<file path="src/rtl/fpu_mul_scheduler.sv">
// fpu_mul_scheduler
// Round-robin front end that time-shares one non-pipelined, fixed-latency
// single-precision multiplier among N_REQ requesters. One operand pair is
// accepted at a time, the multiplier is started with a one-cycle pulse, the
// product is captured after LATENCY cycles and returned with the owner's tag.
//
// Optional build macro: FPU_MUL_SCHED_STATS_EN
//   When defined, adds stat_ops (completed result handshakes) and stat_wait
//   (cycles a request or result was left waiting). Both are 16-bit wrapping
//   counters cleared by reset.
//
// TAG_W must satisfy 2**TAG_W >= N_REQ; LATENCY must be at least 1.

module fpu_mul_scheduler #(
    parameter int N_REQ   = 4,
    parameter int TAG_W   = 2,
    parameter int LATENCY = 3
) (
    input  logic                  clk,
    input  logic                  reset,
    input  logic [N_REQ-1:0]      req_valid,
    input  logic [32*N_REQ-1:0]   req_a,
    input  logic [32*N_REQ-1:0]   req_b,
    output logic [N_REQ-1:0]      req_ready,
    output logic                  res_valid,
    input  logic                  res_ready,
    output logic [31:0]           res_data,
    output logic [TAG_W-1:0]      res_tag,
    output logic                  mul_start,
    output logic [31:0]           mul_a,
    output logic [31:0]           mul_b,
    input  logic [31:0]           mul_res,
    output logic                  busy
`ifdef FPU_MUL_SCHED_STATS_EN
    ,
    output logic [15:0]           stat_ops,
    output logic [15:0]           stat_wait
`endif
);

    // Counter must be able to hold the value LATENCY itself.
    localparam int CNT_W = (LATENCY < 1) ? 1 : $clog2(LATENCY + 1);

    typedef enum logic [1:0] {
        ST_IDLE = 2'd0,
        ST_RUN  = 2'd1,
        ST_DONE = 2'd2
    } state_t;

    state_t             state_r;
    logic [TAG_W-1:0]   rr_ptr_r;
    logic [CNT_W-1:0]   cnt_r;
    logic [TAG_W-1:0]   tag_r;
    logic               res_valid_r;
    logic [31:0]        res_data_r;
    logic [TAG_W-1:0]   res_tag_r;
    logic               mul_start_r;
    logic [31:0]        mul_a_r;
    logic [31:0]        mul_b_r;
    logic               busy_r;

    logic [TAG_W-1:0]   lo_grant_s;
    logic [TAG_W-1:0]   hi_grant_s;
    logic               hi_found_s;
    logic               any_valid_s;
    logic [TAG_W-1:0]   grant_s;
    logic               idle_s;
    logic               accept_s;
    logic [31:0]        a_sel_s;
    logic [31:0]        b_sel_s;
    logic [N_REQ-1:0]   ready_s;
    logic [TAG_W-1:0]   rr_next_s;

    // Round-robin search: lowest valid index at or above rr_ptr, else lowest valid index overall.
    always_comb begin
        lo_grant_s  = {TAG_W{1'b0}};
        hi_grant_s  = {TAG_W{1'b0}};
        hi_found_s  = 1'b0;
        any_valid_s = 1'b0;
        // Descending scan so the final overwrite leaves the lowest matching index.
        for (int i = N_REQ - 1; i >= 0; i--) begin
            lo_grant_s  = req_valid[i] ? TAG_W'(i) : lo_grant_s;
            hi_grant_s  = (req_valid[i] && (TAG_W'(i) >= rr_ptr_r)) ? TAG_W'(i) : hi_grant_s;
            hi_found_s  = hi_found_s | (req_valid[i] && (TAG_W'(i) >= rr_ptr_r));
            any_valid_s = any_valid_s | req_valid[i];
        end
        grant_s  = hi_found_s ? hi_grant_s : lo_grant_s;
        idle_s   = (state_r == ST_IDLE);
        accept_s = idle_s && any_valid_s;
        if (grant_s == TAG_W'(N_REQ - 1)) begin
            rr_next_s = {TAG_W{1'b0}};
        end else begin
            rr_next_s = grant_s + TAG_W'(1);
        end
    end

    // Operand mux for the granted requester and the one-hot ready vector.
    always_comb begin
        a_sel_s = 32'h0000_0000;
        b_sel_s = 32'h0000_0000;
        ready_s = {N_REQ{1'b0}};
        for (int i = 0; i < N_REQ; i++) begin
            a_sel_s    = (TAG_W'(i) == grant_s) ? req_a[32*i +: 32] : a_sel_s;
            b_sel_s    = (TAG_W'(i) == grant_s) ? req_b[32*i +: 32] : b_sel_s;
            // Gated by reset so ready reads zero while reset is held.
            ready_s[i] = accept_s && !reset && (TAG_W'(i) == grant_s);
        end
    end

    // Scheduler FSM: accept in IDLE, count out the multiplier latency in RUN, hold the result in DONE.
    always_ff @(posedge clk or posedge reset) begin
        if (reset) begin
            state_r     <= ST_IDLE;
            rr_ptr_r    <= {TAG_W{1'b0}};
            cnt_r       <= {CNT_W{1'b0}};
            tag_r       <= {TAG_W{1'b0}};
            res_valid_r <= 1'b0;
            res_data_r  <= 32'h0000_0000;
            res_tag_r   <= {TAG_W{1'b0}};
            mul_start_r <= 1'b0;
            mul_a_r     <= 32'h0000_0000;
            mul_b_r     <= 32'h0000_0000;
            busy_r      <= 1'b0;
        end else begin
            case (state_r)
                ST_IDLE: begin
                    if (accept_s) begin
                        mul_a_r     <= a_sel_s;
                        mul_b_r     <= b_sel_s;
                        tag_r       <= grant_s;
                        rr_ptr_r    <= rr_next_s;
                        cnt_r       <= {CNT_W{1'b0}};
                        // Start pulse lands in the first RUN cycle (cnt == 0).
                        mul_start_r <= 1'b1;
                        busy_r      <= 1'b1;
                        state_r     <= ST_RUN;
                    end else begin
                        mul_start_r <= 1'b0;
                    end
                end
                ST_RUN: begin
                    mul_start_r <= 1'b0;
                    if (cnt_r == CNT_W'(LATENCY)) begin
                        res_data_r  <= mul_res;
                        res_tag_r   <= tag_r;
                        res_valid_r <= 1'b1;
                        state_r     <= ST_DONE;
                    end else begin
                        cnt_r <= cnt_r + CNT_W'(1);
                    end
                end
                ST_DONE: begin
                    mul_start_r <= 1'b0;
                    // No accept in the result-handshake cycle: IDLE is entered first.
                    if (res_ready) begin
                        res_valid_r <= 1'b0;
                        busy_r      <= 1'b0;
                        state_r     <= ST_IDLE;
                    end else begin
                        res_valid_r <= 1'b1;
                    end
                end
                default: begin
                    state_r     <= ST_IDLE;
                    res_valid_r <= 1'b0;
                    mul_start_r <= 1'b0;
                    busy_r      <= 1'b0;
                end
            endcase
        end
    end

    assign req_ready = ready_s;
    assign res_valid = res_valid_r;
    assign res_data  = res_data_r;
    assign res_tag   = res_tag_r;
    assign mul_start = mul_start_r;
    assign mul_a     = mul_a_r;
    assign mul_b     = mul_b_r;
    assign busy      = busy_r;

`ifdef FPU_MUL_SCHED_STATS_EN
    logic [15:0] stat_ops_r;
    logic [15:0] stat_wait_r;
    logic        done_s;

    assign done_s = (state_r == ST_DONE);

    // Activity counters: completed results, and cycles where work or a result sat waiting.
    always_ff @(posedge clk or posedge reset) begin
        if (reset) begin
            stat_ops_r  <= 16'h0000;
            stat_wait_r <= 16'h0000;
        end else begin
            if (done_s && res_ready) begin
                stat_ops_r <= stat_ops_r + 16'h0001;
            end else begin
                stat_ops_r <= stat_ops_r;
            end
            // The IDLE term never fires (any valid request is accepted) and is kept as a sanity aid.
            if ((idle_s && any_valid_s && !accept_s) || (done_s && res_valid_r && !res_ready)) begin
                stat_wait_r <= stat_wait_r + 16'h0001;
            end else begin
                stat_wait_r <= stat_wait_r;
            end
        end
    end

    assign stat_ops  = stat_ops_r;
    assign stat_wait = stat_wait_r;
`endif

endmodule

</file>
<file path="config.mk">
export PLATFORM = sky130hd
export DESIGN_NAME = fpu_mul_scheduler
export DESIGN_NICKNAME = d
export VERILOG_FILES = /design/src/rtl/fpu_mul_scheduler.sv
export SDC_FILE = /design/constraint.sdc
export NUM_CORES = 1
export LEC_CHECK = 0
export ABC_AREA = 1
export CORE_AREA = 2 2 156 158
export CTS_BUF_LIST = sky130_fd_sc_hd__clkbuf_8
export CTS_CLUSTER_DIAMETER = 150
export DETAILED_ROUTE_END_ITERATION = 12
export DIE_AREA = 0 0 158 160
export PLACE_DENSITY = 0.66
export SLEW_MARGIN = 30
export SYNTH_ARGS = -nofsm -noshare
export SYNTH_HDL_FRONTEND = slang
export SYNTH_SLANG_ARGS = --single-unit
</file>
<file path="constraint.sdc">
create_clock -name clk -period 6.3 [get_ports clk]
set_input_delay 1.26 -clock clk [delete_from_list [all_inputs] [get_ports clk]]
set_output_delay 1.26 -clock clk [all_outputs]
set_load 0.1 [all_outputs]
</file>
Word-level counts from Yosys, hierarchy flattened
Cells that the tools add are included.
{"block": "totals", "register_bits": 109, "in_bits": 295, "output_inout_bits": 105, "word_cells": 89}
{"block": "classes", "add_sub_neg": 2, "magnitude_cmp": 4, "eq_ne": 11, "muxes": 33, "bitwise": 8, "reduce_logical": 20}
{"cell": "two-way mux 32 bit", "count": 8}
{"cell": "two-way mux 2 bit", "count": 15}
{"cell": "logical AND 1 bit", "count": 10}
{"cell": "AND reduction 3 bit", "count": 3}
{"cell": "== test 2 bit, second input constant", "count": 3}
{"cell": "two-way mux 1 bit", "count": 6}
{"cell": "inequality test 2 bit, second input constant", "count": 3}
{"cell": "OR 1 bit", "count": 6}
{"cell": "one-hot mux 1 bit (3 select lines)", "count": 2}
{"cell": "one-hot mux 2 bit (3 select lines)", "count": 1}
{"cell": "AND reduction 2 bit", "count": 3}
{"cell": "adder 2 x 1 -> 2 bit, second input constant", "count": 2}
{"cell": "== test 2 bit, first input constant", "count": 2}
{"cell": "greater-or-equal comparator 1 x 2 -> 1 bit, first input constant", "count": 2}
{"cell": "greater-or-equal comparator 2 bit, first input constant", "count": 2}
{"cell": "zero test 2 bit", "count": 2}
{"cell": "one-hot mux 2 bit (2 select lines)", "count": 1}
{"cell": "== test 1 x 2 -> 1 bit, first input constant", "count": 1}
{"cell": "== test 2 x 1 -> 1 bit, second input constant", "count": 1}
{"cell": "inequality test 2 x 1 -> 1 bit, second input constant", "count": 1}
{"cell": "NOT 1 bit", "count": 2}
{"cell": "nonzero test 2 bit", "count": 1}
{"cell": "zero test 1 bit", "count": 1}

Depth between registers and ports, before layout
Gate-level depths: netlist (run 1).
{"block": "depth", "ltp_word": 12, "depth_mapped": 17, "ltp_nobuf": 14}

Worst setup path after synthesis (run 1)
Ideal clock, no wire load.
{"block": "synth_path", "path_type": "input-to-output", "start": "in reset", "end": "out req_ready[0]", "t_arrival_ns": 5.292, "required_ns": 5.040, "slack_ns": -0.252, "path_stages": 3, "path_buffers": 0, "path_cell_list": "inv_1 -> nand2_1 -> nor2_1"}
{"block": "synth_between", "elab_chain_len": 3}
{"element": "start, declared", "line": "20", "rtl": "input logic reset,"}
{"element": "zero test 1 bit (no source line)"}
{"element": "logical AND 1 bit (2 in a row)", "line": "106", "rtl": "ready_s[i] = accept_s && !reset && (TAG_W'(i) == grant_s);"}
{"element": "end, declared", "line": "24", "rtl": "output logic [N_REQ-1:0] req_ready,"}
No other way between the ends.

Final worst setup path (run 1)
{"block": "layout_path", "start": "in req_valid[2]", "end": "out req_ready[2]"}
{"block": "layout_between", "elab_chain_len": 7, "elab_cells_between_ends": 18, "cone_classes": "eq/ne: 1; mux: 7; bitwise: 6; reduce/logical: 4"}
{"element": "start, declared", "line": "21", "rtl": "input logic [N_REQ-1:0] req_valid,"}
{"element": "logical AND 1 bit", "line": "83, 84"}
{"element": "two-way mux 2 bit / OR 1 bit (equally long branches) (3 in a row)", "line": "83, 84"}
{"element": "two-way mux 2 bit", "line": "87", "rtl": "grant_s = hi_found_s ? hi_grant_s : lo_grant_s;"}
{"element": "== test 2 bit", "line": "106"}
{"element": "logical AND 1 bit *", "line": "106"}
Every way passes the cells marked *; elsewhere a longest branch is shown, timed or not.

==> impl_metrics.csv, run 1 <==
group,metric,value,unit
layout,layout_common_cells,"clkdlybuf4s50_1, nand2_1, nor2_1",
floorplanning,io_pins,400,
layout,fillers,2469,
layout,layoutNonFillerInstCount,1599,
synth,synthDistinctLibCells,22,
placed_design,place_hpwl,18840,µm
status,status,"finished, final reports clean",
critical_path,crit_type,"in -> out",
synth,synth_area,6600,µm²
drt,drtAntennaViolNets,0,
synth,syn-instance-count,913,
timing,maxSlewViolCount,0,
clocking,numCtsBuffers,9,
clocking,cts_num_sinks,109,
clocking,cts_tree,"built",
grt,grt_pass1_vias,7082,
timing,max_clock_freq,203.9,MHz
grt,grt_pass1_wl,39140,µm
timing,tightest_slew,1036,ps
clocking,clk_path_buf_depth,2,
grt,grt_max_degree,94,
grt,grt_usage,20.05,%
drt,avgViaCountPerCell,4.607,
timing,maxSlewHeadroom,30.71,%
clocking,h-tree-depth,3,
synth,seq_area_frac_synth,41.33,%
drt,via_count,7367,
timing,finalHoldViolations,0,
critical_path,reg2reg_depth,13,
grt,antenna_found_initial,1,
floorplanning,die_w,158,µm
run,cap_violations,0,
clocking,clk_pin_slew,110,ps
critical_path,crit_required,5040,ps
layout,fin_nets,1573,
placed_design,portBuffers,399,
critical_path,cp_max_fo,33,
critical_path,end_kind,"output port",
timing,finClkSkew,24.60,ps
critical_path,worst_setup_path_start_kind,"primary input",
floorplanning,dieArea,25280,µm²
synth,syn_nets,1216,
floorplanning,start_util,27.71,%
timing,fin_crit_sh,77.86,%
power,power_density,626.5,nW/µm²
timing,fin_tns_setup,0,ps
floorplanning,rows,57,
timing,finalSetupViolCount,0,
clocking,ctsResizeCount,0,
timing,rsz0062_at_grt,"false",
critical_path,critical_path_arrival,3650,ps
grt,grt.overflow.total,0,
synth,yosys_register_bits,109,
drt,detail_route.wl_per_cell,16.36,µm
min_path,hold_path_class,"reg -> reg",
layout,drive_gt1_share,6.824,%
drt,drc,0,
layout,mostFrequentLayoutCell,"clkdlybuf4s50_1",
synth,syn_area_per_cell,7.229,µm²
drt,drt_iter0_markers,440,
floorplanning,core_area,23820,µm²
min_path,hold_path_depth,2,
floorplanning,die_h,160,µm
clocking,cts_setup_buffers,0,
layout,syn2layout_area_growth,65.59,%
drt,dr.pass1.iters,5,
synth,yosys_warnings,0,
power,leakage,4.912,nW
power,irDropWorstVdd,319.4,µV
drt,postRouteWirelength,26170,µm
clocking,hold_buffers,0,
layout,antenna_cells,0,
clocking,cts_root_buffer,"clkbuf_8",
clocking,insertion_delay,400,ps
placed_design,gp_congestion,0.9093,
placed_design,placed_cells,1582,
timing,fin_crit,4905,ps
## registers in the layout, summed over array words and instances, names as in the netlist
name / count
busy: 1
cnt_r: 2
mul_a: 32
mul_b: 32
mul_start: 1
res_data: 32
res_tag: 2
res_valid: 1
rr_ptr_r: 2
state_r: 2
tag_r: 2
## power by group
| group | switching [mW] | internal (mW) | leakage [nW] |
|---|---|---|---|
| combinational | 3.82 | 1.33 | 3.46 |
| clock | 0.307 | 0.171 | 0.111 |
| sequential | 0.181 | 1.04 | 1.34 |
| total | 4.31 | 2.54 | 4.91 |
## metal layers
metal  up-vias  GRT usage [%]  part of all wire (%)  routed length [µm]
met3        33          5.075                   7.6                1990
met4         2          6.143                   2.3                 612
met2       283          34.05                    49               12780
met5         -              0                 0.050                  13
li1       3663              -                     -                   -
met1      3386          24.88                    41               10770
## final cells by class
type	count	area [µm²]	share of cell area [%]
Sequential cell	109	2728	24.96
Clock buffer	9	123.9	1.133
Inverter	17	70.07	0.6411
Clock inverter	7	101.3	0.9273
Multi-Input combinational cell	723	3408	31.18
Tap cell	324	405.4	3.709
Timing Repair Buffer	410	4093	37.45
## path summary, 6_finish.rpt
path / to / startpoint / slack [ps]
worst max-delay path: req_ready[2] / req_valid[2] / 1390
worst min-delay path: mul_b[5] / mul_b[5] / 490
worst max register to register: mul_b[12] / rr_ptr_r[1] / 3460
worst min register to register: mul_b[5] / mul_b[5] / 490
max in group asynchronous: mul_b[5] / reset / 3740
min in group asynchronous: res_data[12] / reset / 1430
## critical path: stages
cell             delay (ps)
clkdlybuf4s50_1         550
inv_1                    60
nand2_1                  60
nand2_1                  50
nand2_1                  60
nand3_1                  90
nand2_1                 190
ha_4                    410
inv_2                   380
nor2_1                  200
buf_4                   310
## cell usage after synthesis (all sizes together)
library cell    n  area (µm²)
mux2           34       382.9
or2             1       6.260
clkbuf         18       67.56
nand3          14       70.07
a21oi          78       390.4
dfrtp         109        2728
nand2         321        1210
inv            17       66.32
nor2          139       521.8
nand3b          1       7.510
buf            46       352.8
ha              8       100.1
o211ai          8       100.1
o21ai         118       590.6
nand4           1       6.260
## per-stage QoR
stage	utilization, %	power [mW]	setup WS (ps)	hold WS, ps	cell area (µm²)
after global placement	44.90	6.374	1457	461.2	10700
final	45.88	6.848	1395	485.9	10930
after detailed placement	44.86	6.409	1376	464.2	10690
after CTS	45.80	6.908	1369	494.6	10910
after global routing	45.88	7.282	1198	518.7	10930
after floorplan	-	5.159	1046	445.2	6604
## cells by family (layout without fill, tap and decap cells)
group / after synthesis / in the layout / synth area share (%)
compound gates: 204 / 204 / 16.38
fa+ha+maj: 8 / 8 / 1.517
buf+inv: 81 / 443 / 7.374
flops: 109 / 109 / 41.33
mux: 34 / 34 / 5.801
simple gates: 477 / 477 / 27.60
(Power assumes the default switching activity.)
==> inputs of run 2 (changes only) <==
- PLACE_DENSITY: 0.66 -> 0.69
- clock period: 6.3 -> 4.5 ns (I/O delays scaled with it)
==> run 2 against run 1 <==
Against the previous run:
- routed wire length fell by 0.17%
- non-clock buffer count did not move
- via count rose by 0.87%
- sequential power rose by 41%
- global-route usage fell by 0.16 points
- register-to-register slack got worse by 1600 ps
- critical path type unchanged
==> impl_metrics.csv, run 2 (synthesis results as in run 1) <==
group,metric,value,unit
timing,maxSlewViolCount,0,
clocking,numCtsBuffers,9,
critical_path,path_cells,"clkdlybuf4s50_1 -> inv_1 -> nor2_1 -> nor2_1 -> a21oi_1 -> nand2_1 -> inv_1 -> ha_1 -> inv_4 -> nor2_1 -> buf_12",
timing,fin_crit_sh,82.63,%
drt,drtAntennaViolNets,0,
clocking,clk_pin_slew,100,ps
drt,postRouteWirelength,26120,µm
critical_path,cpMostUsedCell,"nor2_1",
timing,finalHoldViolations,0,
layout,fillers,2438,
floorplanning,start_util,27.71,%
drt,avgViaCountPerCell,4.647,
timing,finClkSkew,17.74,ps
layout,fin_nets,1573,
critical_path,path_buf_inv,5,
layout,layoutNonFillerInstCount,1599,
layout,layout_common_cells,"clkdlybuf4s50_1, nand2_1, nor2_1",
placed_design,portBuffers,399,
timing,maxSlewHeadroom,30.31,%
timing,finalSetupViolCount,0,
layout,mostFrequentLayoutCell,"clkdlybuf4s50_1",
min_path,hold_path_class,"reg -> reg",
critical_path,crit_type,"in -> out",
drt,detail_route.wl_per_cell,16.34,µm
power,power_density,878.6,nW/µm²
grt,grt_usage,19.89,%
grt,grt.overflow.total,0,
drt,dr.pass1.iters,5,
drt,drc,0,
power,leakage,4.920,nW
drt,drt_iter0_markers,495,
critical_path,crit_family,"buffers and inverters",
clocking,h-tree-depth,3,
critical_path,critical_path_arrival,2820,ps
status,status,"finished, final reports clean",
floorplanning,io_pins,400,
floorplanning,die_w,158,µm
timing,fin_crit,3718,ps
floorplanning,die_h,160,µm
grt,grt_max_degree,111,
run,cap_violations,0,
clocking,cts_num_sinks,109,
critical_path,end_kind,"output port",
critical_path,worst_setup_path_start_kind,"primary input",
grt,grt_pass1_wl,38830,µm
placed_design,gp_congestion,0.8748,
drt,via_count,7431,
critical_path,slowest_stage,"clkdlybuf4s50_1",
clocking,cts_root_buffer,"clkbuf_8",
timing,tightest_slew,1042,ps
critical_path,crit_required,3600,ps
clocking,ctsResizeCount,0,
layout,antenna_cells,0,
critical_path,cp_max_fo,5,
clocking,hold_buffers,0,
layout,syn2layout_area_growth,66.16,%
timing,rsz0062_at_grt,"false",
timing,max_clock_freq,268.9,MHz
floorplanning,rows,57,
clocking,cts_tree,"built",
power,irDropWorstVdd,461.5,µV
grt,antenna_found_initial,1,
floorplanning,core_area,23820,µm²
clocking,insertion_delay,390,ps
placed_design,placed_cells,1583,
grt,grt_pass1_vias,7027,
critical_path,cpPeakStageDelay,460,ps
power,fin_total_pwr,9.635,mW
clocking,clk_path_buf_depth,2,
layout,drive_gt1_share,6.745,%
floorplanning,dieArea,25280,µm²
timing,hold_ws,482.0,ps
placed_design,place_hpwl,18390,µm
clocking,cts_setup_buffers,0,
-- run 2: worst register-to-register path, delay by kind of cell, from the launching register on --
kind	cells	cell delay [ps]
buffers and inverters	1	660
AND/OR/NAND/NOR	7	940
flip-flops	1	420
adder cells (fa/ha/maj)	1	220
AO/OA/AOI/OAI	3	390
-- run 2: path summary, 6_finish.rpt --
check | slack (ps) | startpoint | cells after the start | to
min in group asynchronous | 1080 | reset | 3 | mul_a[30]
worst max register to register | 1820 | rr_ptr_r[1] | 12 | mul_a[22]
worst min-delay path | 480 | mul_a[21] | 2 | mul_a[21]
worst min register to register | 480 | mul_a[21] | 2 | mul_a[21]
worst max-delay path | 780 | req_valid[1] | 11 | req_ready[1]
max in group asynchronous | 2160 | reset | 4 | mul_b[2]
-- run 2: where the power goes --
group	leakage (nW)	internal, mW	switching, mW	total, mW
combinational	3.47	1.88	5.36	7.24
clock	0.112	0.276	0.400	0.676
sequential	1.34	1.46	0.256	1.72
-- run 2: routing by layer --
metal / track usage [%] / routed length, µm / vias up
met2: 34.01 / 12650 / 260
met5: 0 / 13 / -
met4: 6.798 / 665 / 2
li1: - / - / 3665
met3: 4.206 / 1695 / 39
met1: 24.71 / 11090 / 3465
-- run 2: area by class of cell --
type,count,area [µm²],area share (%)
Timing Repair Buffer,410,4131,37.67
Tap cell,324,405.4,3.697
Clock inverter,7,100.1,0.9127
Clock buffer,9,123.9,1.129
Sequential cell,109,2728,24.87
Multi-Input combinational cell,723,3408,31.08
Inverter,17,70.07,0.6389
-- run 2: through the flow --
stage          cell area (µm²)  TNS (ps)  setup WS, ps  util, %
6_report                 10970         0         781.6    46.04
5_1_grt                  10970         0         581.3    46.04
4_1_cts                  10970         0         789.0    46.04
3_5_place_dp             10740         0         809.8    45.10
3_3_place_gp             10750         0         821.0    45.14
2_1_floorplan             6604    -135.4        -33.84        -
==> edit 1: new RTL, flow settings as in run 2 <==
Add a define of `FPU_MUL_SCHED_STATS_EN`.
--- a/src/rtl/fpu_mul_scheduler.sv
+++ b/src/rtl/fpu_mul_scheduler.sv
@@ -12,2 +12,4 @@
 // TAG_W must satisfy 2**TAG_W >= N_REQ; LATENCY must be at least 1.
+
+`define FPU_MUL_SCHED_STATS_EN
 
Formal check against the unedited RTL (old outputs only; new: stat_ops and stat_wait): equivalent (equiv_simple and equiv_induct, registers matched by name and starting in step).
==> edit 1 against run 2 <==
  * Hold slack gained 0.61 ps
  * Global-route usage grew 4.0 points
  * Via count grew 16%
  * Area after synthesis grew 17%
  * Count of clock-buffer cells in the layout grew 8
  * Register-to-register slack gained 50 ps
  * Design area grew 15%
  * Routed wire length grew 17%
  * Worst setup slack gained 19 ps
  * Sequential cell count grew 32
  * Critical path depth shrank 1
  * Power grew 12%
  * Critical path type unchanged
  * Critical endpoint is now req_ready[3]
  * Highest routed layer is now met4
==> edit 1: results (changes against run 2) <==
| Metric | Value |
|---|---|
| Synth cell count leaders | 247 x nand2_1, 143 x a21oi_1, 141 x dfrtp_1, 122 x nand3_1, 84 x nor2_1 (was 319 x nand2_1, 139 x nor2_1, 109 x dfrtp_1, 84 x o21ai_1, 78 x a21oi_1) |
| Lkg Pwr | 5.44 nW (was 4.92 nW) |
| Hold_sp | tag_r[1] (was mul_a[21]) |
| WL met2 | 15600 um (was 12700 um) |
| Met1 GRT Util | 27.8% (was 24.7%) |
| XOR/XNOR share of the synthesized area | 2.15% (was 0%) |
| Met2 Resource Use GR | 42.2% (was 34.0%) |
| Outcome | completed (unchanged) |
| Sw frac | 62.0% (was 62.4%) |
| Layout cells sized above 1 | 6.49% (was 6.75%) |
| Clock group share of total power | 9.4% (was 7.0%) |
| Hold endpoint | res_tag[1] (was mul_a[21]) |
| Post-DP Area | 12300 sq um (was 10700 sq um) |
| Global-route wire length before repair | 46900 um (was 38800 um) |
| Post-synth cell types | 31 (was 22) |
| Crit. Startpoint | req_valid[2] (was req_valid[1]) |
| Syn_nets | 1301 (was 1216) |
| Crit path to | req_ready[3] (was req_ready[1]) |
| VDD IR-drop max | 0.000553 V (was 0.000461 V) |
| Logic gate share of total power | 70.8% (was 75.2%) |
| Routed via count | 8655 (was 7431) |
| Top sig layer | met4 (was met5) |
| Crit Path Max Fanout | 4 (was 5) |
| # port buffers | 431 (was 399) |
| Syn avg cell area | 7.77 sq um (was 7.23 sq um) |
| DP HPWL | 21600 um (was 18400 um) |
| Placed cells | 1694 (was 1583) |
| Largest net degree at the start of global routing | 142 (was 111) |
| Reg2reg setup slack | 1870 ps (was 1820 ps) |
| Total GRT Usage | 23.9% (was 19.9%) |
| Clk. pwr | 1.02 mW (was 0.676 mW) |
| Later-pin clock latency in the skew report | 460 ps (was 390 ps) |
| Met3 Use GR | 6.32% (was 4.21%) |
| Post-synthesis mux area share | 0.146% (was 5.80%) |
| Clock-pin slew on the worst setup and hold paths | 80 ps (was 100 ps) |
| WL final | 30700 um (was 26100 um) |
| Relative slew margins | 31.1% (was 30.3%) |
| Post-Synth Adder-Cell Area | 1.62% (was 1.52%) |
| Min setup slack post-route | 801 ps (was 782 ps) |
| Vias in the first global route | 8592 (was 7027) |
| Metal-1 WL | 11900 um (was 11100 um) |
| Compound-Gate Fraction of Synth Area | 17.9% (was 16.4%) |
| Met3 WL post-DR | 2330 um (was 1700 um) |
| Reg2Reg Depth | 11 (was 12) |
| Worst endpoint data arrival time | 2800 ps (was 2820 ps) |
| WL/cell | 17.8 um (was 16.3 um) |
| RR Endpoint | mul_b[24] (was mul_a[22]) |
| Cts bufs inserted | 17 (was 9) |
| Drt initial violations | 520 (was 495) |
| CTS HTree Levels | 4 (was 3) |
edit 1: changes by cell type in the layout (fill, tap and decap cells not counted), sizes merged, moves of 32 or more:
cell / delta
o21ai: -93
dfrtp: +32
o211ai: +56
nand2: -71
mux2: -33
a21oi: +65
nand3: +110
nor2: -50
edit 1: cell type report:
cell class | count | area (sq um)
Clock buffer | 17 | 234
Antenna cell | 1 | 2.50
Multi-Input combinational cell | 744 | 3750
Sequential cell | 141 | 3530
Fill cell | 2310 | 11200
Timing Repair Buffer | 442 | 4400
Tap cell | 324 | 405
Inverter | 43 | 166
Clock inverter | 15 | 150
edit 1: critical path: stages:
cell and delay [ps]:
clkdlybuf4s50_1 530, a21boi_0 260, nor2_1 90, nand3_1 110, nand2_1 130, inv_1 130
ha_2 200, inv_2 40, nor2_2 180, buf_12 200
edit 1: metrics by stage:
step,TNS [ps],hold WS (ps)
global placement,0,459
finish,0,483
CTS,0,481
floorplan,-959,442
detailed placement,0,461
global route,0,507
==> edit 2: new RTL, flow settings as in run 2 <==
Made on the original files. Encoding of `state_t`: now one-hot (3 bits for 3 states).
--- a/src/rtl/fpu_mul_scheduler.sv
+++ b/src/rtl/fpu_mul_scheduler.sv
@@ -43,6 +43,6 @@
 
-    typedef enum logic [1:0] {
-        ST_IDLE = 2'd0,
-        ST_RUN  = 2'd1,
-        ST_DONE = 2'd2
+    typedef enum logic [2:0] {
+        ST_IDLE = 3'b001,
+        ST_RUN  = 3'b010,
+        ST_DONE = 3'b100
     } state_t;
Function: no difference found for any inputs over 4 cycles, from zero or initial values and one cycle with reset high; so few cycles prove little.
==> edit 2 against run 2 <==
  * Power decreased by 7.4%
  * First-iteration DRC count is 19% lower
  * Critical path type unchanged
  * Worst setup slack worse by 36 ps
  * Area after synthesis increased by 1.5%
  * Sequential cell count rose by 1
  * Routed wire length down 3.4%
  * Synthesized cell count up 17%
  * Design area increased by 1.4%
  * Cell count is 9.2% higher
==> edit 2: results (changes against run 2) <==
| Metric | Value |
|---|---|
| Sequential fraction of the synthesis area | 41.1% (was 41.3%) |
| Drt initial violations | 401 (was 495) |
| Post-synth cell types | 20 (was 22) |
| Initial antenna violation count | 0 (was 1) |
| Vias in the first global route | 7191 (was 7027) |
| Total GRT Usage | 19.1% (was 19.9%) |
| Global-route wire length before repair | 38100 um (was 38800 um) |
| Hold_sp | res_data[12] (was mul_a[21]) |
| Reg2reg setup slack | 1750 ps (was 1820 ps) |
| DP HPWL | 18300 um (was 18400 um) |
| Compound-Gate Fraction of Synth Area | 10.1% (was 16.4%) |
| Routability congestion estimate | 0.819 (was 0.875) |
| WL final | 25200 um (was 26100 um) |
| Worst endpoint data arrival time | 2850 ps (was 2820 ps) |
| Multi-input logic area | 3540 sq um (was 3410 sq um) |
| Critical Path Slowest Stage Cell | clkdlybuf4s50_1 (unchanged) |
| Syn_nets | 1366 (was 1216) |
| Outcome | completed (unchanged) |
| Cell Count, Final, Fillers Out | 1746 (was 1599) |
| VDD IR-drop max | 0.000473 V (was 0.000461 V) |
| Synth cell count leaders | 577 x nand2_1, 139 x nor2_1, 109 x dfrtp_1, 69 x a21oi_1, 64 x o21ai_0 (was 319 x nand2_1, 139 x nor2_1, 109 x dfrtp_1, 84 x o21ai_1, 78 x a21oi_1) |
| Post-DP Area | 10900 sq um (was 10700 sq um) |
| Hold endpoint | res_data[12] (was mul_a[21]) |
| Syn avg cell area | 6.29 sq um (was 7.23 sq um) |
| Lkg Pwr | 5.20 nW (was 4.92 nW) |
| Layout cells sized above 1 | 3.31% (was 6.75%) |
| Via-to-Cell Ratio | 4.46 (was 4.65) |
| Worst Max-Slew Pin Slew | 1030 ps (was 1040 ps) |
| Fillcell total | 2420 (was 2438) |
| Post-Synth Adder-Cell Area | 0.934% (was 1.52%) |
| RR Endpoint | mul_a[27] (was mul_a[22]) |
| Largest net degree at the start of global routing | 129 (was 111) |
| Clock skew | 16.6 ps (was 17.7 ps) |
==> edit 2: cell types whose count changed after synthesis, sizes merged, moves of 2 or more <==
| cell | change |
|---|---|
| a21oi | -9 |
| buf | -2 |
| nand2 | +256 |
| nand3 | -6 |
| o211ai | -8 |
| o21ai | -53 |
| clkbuf | +8 |
| mux2 | -34 |
| nor2 | +2 |
| ha | -3 |
==> edit 2: kinds of logic after synthesis <==
group | count (synthesis)
buffers and inverters | 88
adder cells (fa/ha/maj) | 5
AO/OA/AOI/OAI | 135
AND/OR/NAND/NOR | 728
flip-flops | 110
==> edit 2: worst max path at each step <==
stage	start	to	slack (ps)	cells past startpoint
3_3_place_gp	req_valid[1]	req_ready[3]	800	11
2_1_floorplan	reset	req_ready[0]	-40	3
3_5_place_dp	req_valid[1]	req_ready[3]	760	11
5_1_grt	req_valid[1]	req_ready[3]	640	11
6_report	req_valid[1]	req_ready[3]	750	11
4_1_cts	req_valid[1]	req_ready[3]	740	11
==> edit 2: per-layer routing <==
layer	up-vias	GRT usage, %	share of wire (%)
li1	3980	-	-
met1	3486	23.3	41
met2	281	32.7	48
met3	44	4.40	7.8
met4	0	6.88	2.9
met5	-	0	0
==> edit 2: through the flow <==
step / TNS, ps / setup slack (ps) / hold slack [ps]
2_1_floorplan: -179 / -44.9 / 449
3_3_place_gp: 0 / 802 / 452
3_5_place_dp: 0 / 755 / 459
4_1_cts: 0 / 743 / 485
5_1_grt: 0 / 638 / 506
6_report: 0 / 745 / 480
==> edit 2: final cells by class <==
cell class	count	share of cell area (%)
multi-input cells	868	31.8
clock buffers	9	1.11
clock inverters	7	0.686
inverters	18	0.641
flip-flops and latches	110	24.8
repair buffers	410	37.3
well taps	324	3.65
==> edit 2: power breakdown <==
part / internal [mW] / switching (mW) / leakage [nW]
registers: 1.44 / 0.235 / 1.30
clock network: 0.218 / 0.405 / 0.0935
logic: 1.65 / 4.98 / 3.81
total: 3.31 / 5.62 / 5.20
==> edit 2: worst min-delay path, stage by stage (launching register included) <==
cell     delay (ps)
dfrtp_1         360
nand2_1          50
nand2_1          50
